<file path="config.mk">
export PLATFORM = sky130hd
export DESIGN_NAME = iface_inv_responder
export DESIGN_NICKNAME = d
export VERILOG_FILES = /design/src/rtl/xy_pkg.sv /design/src/rtl/xy_sync_fifo.sv /design/src/rtl/iface_inv_responder.sv
export SDC_FILE = /design/constraint.sdc
export NUM_CORES = 1
export LEC_CHECK = 0
export BUFFER_PORTS_ARGS = -buffer_cell sky130_fd_sc_hd__buf_2
export CORE_ASPECT_RATIO = 0.8
export CORE_MARGIN = 3
export CORE_UTILIZATION = 55
export CTS_CLUSTER_DIAMETER = 150
export CTS_CLUSTER_SIZE = 14
export DETAILED_ROUTE_END_ITERATION = 10
export GPL_ROUTABILITY_DRIVEN = 0
export GPL_TIMING_DRIVEN = 0
export PLACE_DENSITY = 0.82
export SYNTH_ARGS = -nofsm -noshare
export SYNTH_HDL_FRONTEND = slang
export SYNTH_HIERARCHICAL = 1
export SYNTH_SLANG_ARGS = --single-unit
</file>
<file path="constraint.sdc">
create_clock -name clk -period 2.7 [get_ports clk]
set_input_delay 0.54 -clock clk [delete_from_list [all_inputs] [get_ports clk]]
set_output_delay 0.54 -clock clk [all_outputs]
set_load 0.03 [all_outputs]
</file>
<file path="src/rtl/xy_pkg.sv">
// Shared types and helpers for the byte x/y interface.
// x_t is the request byte, y_t the response byte; inv() maps one to the other.
package xy_pkg;

  localparam int XY_W = 8;

  typedef logic [XY_W-1:0] x_t;
  typedef logic [XY_W-1:0] y_t;

  // Response byte is the bitwise complement of the request byte.
  function automatic y_t inv(input x_t v);
    return y_t'(~v);
  endfunction

endpackage

</file>
<file path="src/rtl/xy_sync_fifo.sv">
// Small synchronous FIFO holding response bytes for the x/y responder.
// Occupancy is kept in its own counter so full and empty are unambiguous
// while the pointers simply wrap at DEPTH.
module xy_sync_fifo
  import xy_pkg::*;
#(
  parameter int  DEPTH  = 4,
  parameter type data_t = y_t
) (
  input  logic                   clk,
  input  logic                   rst_n,
  input  logic                   push,
  input  data_t                  wr_data,
  input  logic                   pop,
  output data_t                  rd_data,
  output logic                   full,
  output logic                   empty,
  output logic [$clog2(DEPTH):0] level
);

  localparam int PTR_W = $clog2(DEPTH);
  localparam logic [PTR_W:0] FULL_LVL = (PTR_W + 1)'(DEPTH);

  // Pointer wrap relies on DEPTH being a power of two.
  generate
    if (DEPTH < 2 || (DEPTH & (DEPTH - 1)) != 0) begin : g_bad_depth
      $error("xy_sync_fifo: DEPTH must be a power of two and at least 2");
    end
  endgenerate

  data_t            mem [DEPTH];
  logic [PTR_W-1:0] wr_ptr;
  logic [PTR_W-1:0] rd_ptr;
  logic             do_push;
  logic             do_pop;

  assign full    = (level == FULL_LVL);
  assign empty   = (level == '0);
  assign do_push = push & ~full;
  assign do_pop  = pop & ~empty;
  assign rd_data = mem[rd_ptr];

  // Storage array; contents need no reset because level gates visibility.
  always_ff @(posedge clk) begin
    if (do_push) begin
      mem[wr_ptr] <= wr_data;
    end
  end

  // Pointers and occupancy; simultaneous push and pop leave level unchanged.
  always_ff @(posedge clk or negedge rst_n) begin
    if (!rst_n) begin
      wr_ptr <= '0;
      rd_ptr <= '0;
      level  <= '0;
    end else begin
      if (do_push) begin
        wr_ptr <= wr_ptr + 1'b1;
      end
      if (do_pop) begin
        rd_ptr <= rd_ptr + 1'b1;
      end
      case ({do_push, do_pop})
        2'b10:   level <= level + 1'b1;
        2'b01:   level <= level - 1'b1;
        default: level <= level;
      endcase
    end
  end

endmodule

</file>
<file path="src/rtl/iface_inv_responder.sv">
// Responder end of the byte x/y interface: buffers accepted x bytes and
// returns y = ~x in order over a second valid/ready handshake.
// Optional feature macro: XY_RESP_CNT_EN adds a saturating response counter
// on port resp_cnt.
module iface_inv_responder
  import xy_pkg::*;
#(
  parameter int DEPTH = 4,
  parameter int CNT_W = 16
) (
  input  logic                   clk,
  input  logic                   rst_n,
  input  logic                   x_valid,
  output logic                   x_ready,
  input  x_t                     x,
  output logic                   y_valid,
  input  logic                   y_ready,
  output y_t                     y,
`ifdef XY_RESP_CNT_EN
  output logic [CNT_W-1:0]       resp_cnt,
`endif
  output logic [$clog2(DEPTH):0] level
);

  logic alive;
  logic full;
  logic empty;
  logic push;
  logic pop;
  y_t   rd_data;

  // Holds x_ready low through reset and lifts it on the first edge after release.
  always_ff @(posedge clk or negedge rst_n) begin
    if (!rst_n) begin
      alive <= 1'b0;
    end else begin
      alive <= 1'b1;
    end
  end

  assign x_ready = alive & ~full;
  assign y_valid = ~empty;
  assign push    = x_valid & x_ready;
  assign pop     = y_valid & y_ready;
  assign y       = empty ? '0 : rd_data;

  xy_sync_fifo #(
    .DEPTH  (DEPTH),
    .data_t (y_t)
  ) u_fifo (
    .clk     (clk),
    .rst_n   (rst_n),
    .push    (push),
    .wr_data (inv(x)),
    .pop     (pop),
    .rd_data (rd_data),
    .full    (full),
    .empty   (empty),
    .level   (level)
  );

`ifdef XY_RESP_CNT_EN
  // Counts delivered responses, sticking at all-ones instead of wrapping.
  always_ff @(posedge clk or negedge rst_n) begin
    if (!rst_n) begin
      resp_cnt <= '0;
    end else if (pop && (resp_cnt != '1)) begin
      resp_cnt <= resp_cnt + 1'b1;
    end
  end
`endif

endmodule

</file>
==> run metrics <==
outcome finished clean; Post-Syn Area 1727 sq um; Clock transition at path regs 70 ps; row count 17; utilization after layout 68.98%; max cap viols 0; initial antenna violation count 0; dpl hpwl ~1800 um; sequential element share of the synthesized area 67.25%; CTS Root Cell clkbuf_8; top post-synthesis cells by area edfxtp_1, dfrtp_1, mux4_2; combinational share of power between 40% and 50%; final worst path period share 87.17%; Vias per Instance slightly above 5; delay-heaviest family, CP multiplexers; DP Cell Count ~160; Netlist cell types 22; P_sw between 0.0008 and 0.0009 W; P_leak approximately 0.8 nW; R2R setup slack between 300 and 400 ps; DRT Wirelength 2659 um; first-pass GRT wire length roughly 4500 um; Non-Filler Instances ~170; post-CTS setup buffers 0; Port Buffer Count 24; crit path cell chain buf_2 > mux4_2 > nor2b_1 > buf_2; drt wl/cell about 16 um; Vert. Die Dim 56.12 um; Post-CTS Hold Buffers 0; Crit path top cell by count buf_2; max-slew violations 0; Slowest cell on crit path mux4_2; Residual DRC 0; setup ws final roughly 350 ps; Post-CTS Resized 1; worst min-delay path class in2async; setup violators final 0; met1 global-route usage between 20 and 25%; synthesized netlist cell count about 100; vias 870; vias in the first global route 859; Worst EP arrival 1810 ps; Pre-Repair DR Iteration Count 4; global routing's busiest layer met2; GR Overflow Total 0; Worst Tran Pin Value between 600 and 700 ps; RSZ-0062 raised after global routing false; core area 2872 sq um; global routing usage on met2 ~25%; switching share of power around 38%; Reg power frac 39.7%; critical path startpoint category register; Power Density about 1100 nW/um^2; commonest non-fill, non-tap cell in the layout edfxtp_1; dominant cell type by area after synthesis edfxtp_1; CTS tree done; worst-skew pair later-pin latency about 280 ps; cell internal pwr 0.001344 W; Routed Antenna Nets 0; CP Class reg2out; Total GRT Usage between 15 and 20%; f_max ~420 MHz; CTS Buf Count 5; FF+latch count, synth 40; die area a little under 4000 sq um; Place WS -46.06 ps; commonest non-fill, non-tap cells in the layout edfxtp_1, buf_2, inv_1; layout cells sized above 1 between 30 and 40%; largest stage delay on the critical path 560 ps; final net count 150; time the worst path needs with I/O delays and setup ~2400 ps; Tot Pwr around 0.0022 W; Layout area overhead 14.71%; Critical Path End Type output port; clock sinks 40; H-tree depth 2; hold slack between 80 and 90 ps; met3 GRT Util about 4.2%; max_slew headroom between 50 and 60%; largest net degree at the start of global routing 13; io pins 25; clock tree buffer depth 2; Syn Area/Cell 17.10 sq um; ANT cells 0; Hold Fails Final Rpt 0; Die X a little under 70 um; DR iter-0 viols 41; Net Count, Synth around 120; Synth top area share between 50% and 60%; Clk pwr share about 17%; Yosys warnings 6; starting density of the core ~60%; Worst EP required 2160 ps; Final Skew approximately 3.4 ps; CP Max Fanout 10; Crit path buffers/inverters 2; maximum vdd drop 0.0004896 V
## synth_stat cells
cell type	n
edfxtp_1	32
inv_1	15
nor2b_1	10
dfrtp_1	8
mux4_2	8
ha_1	5
and2_2	4
xnor2_1	3
xor2_1	3
and3b_1	1
buf_2	1
clkbuf_1	1
conb_1	1
fa_1	1
mux2_4	1
mux2i_1	1
nand2_1	1
nor2_1	1
nor2b_4	1
nor3_1	1
nor3b_4	1
o31a_2	1
## power groups by stage
stage	sequential (W)	clock (W)	combinational (W)
after global placement	0.000855	0	0.000934
after global routing	0.000874	0.000400	0.00103
final	0.000859	0.000358	0.000944
after detailed placement	0.000867	0	0.000955
after CTS	0.000859	0.000371	0.000960
after floorplan	0.000897	0	0.000693
## worst paths after layout
check / startpoint / to / cells past startpoint
setup / recovery: u_fifo/rd_ptr[0]$_DFFE_PN0P_ / y[2] / 4
hold / removal: rst_n / u_fifo/level[0]$_DFFE_PN0P_ / 1
setup reg to reg: u_fifo/level[0]$_DFFE_PN0P_ / u_fifo/level[2]$_DFFE_PN0P_ / 9
hold reg to reg: u_fifo/wr_ptr[1]$_DFFE_PN0P_ / u_fifo/wr_ptr[1]$_DFFE_PN0P_ / 1
max in group asynchronous: rst_n / u_fifo/wr_ptr[1]$_DFFE_PN0P_ / 1
min in group clk: x[6] / u_fifo/mem[2][6]$_DFFE_PP_ / 2
## registers in the layout, indices dropped and copies added, names as in the netlist
signal / count
alive: 1
u_fifo/mem: 32
u_fifo/rd_ptr: 2
u_fifo/level: 3
u_fifo/wr_ptr: 2
## layout make-up
type                            instances  area (sq um)
Multi-Input combinational cell         44         505.5
Clock inverter                          1         5.005
Sequential cell                        40          1161
Buffer                                  2         8.758
Timing Repair Buffer                   24         120.1
Tap cell                               38         47.55
Clock buffer                            7         76.32
Inverter                               15         56.30
Fill cell                             208         890.9
## logic make-up after synthesis
| family | count (synthesis) | synth area share, % |
|---|---|---|
| other | 1 | 0.2172 |
| muxes | 10 | 11.88 |
| buffers and inverters | 17 | 3.767 |
| xor gates and xnor gates | 6 | 3.044 |
| adders and majority gates | 6 | 4.783 |
| DFF | 40 | 67.25 |
| AOI/OAI and AO/OA | 1 | 0.5797 |
| and+or+nand+nor | 20 | 8.478 |
## metrics by stage
stage               TNS (ps)  instance area (sq um)
floorplan                  0                   1727
global placement           0                   1894
detailed placement    -56.42                   1894
CTS                        0                   1981
global route               0                   1981
finish                     0                   1981
## routing by layer
layer  up-vias  share of wire [%]
met3         2                3.9
met2        17                 52
met5         -                  0
met4         0               0.94
li1        413                  -
met1       438                 43
No activity file was read; power rests on OpenSTA's default activity.
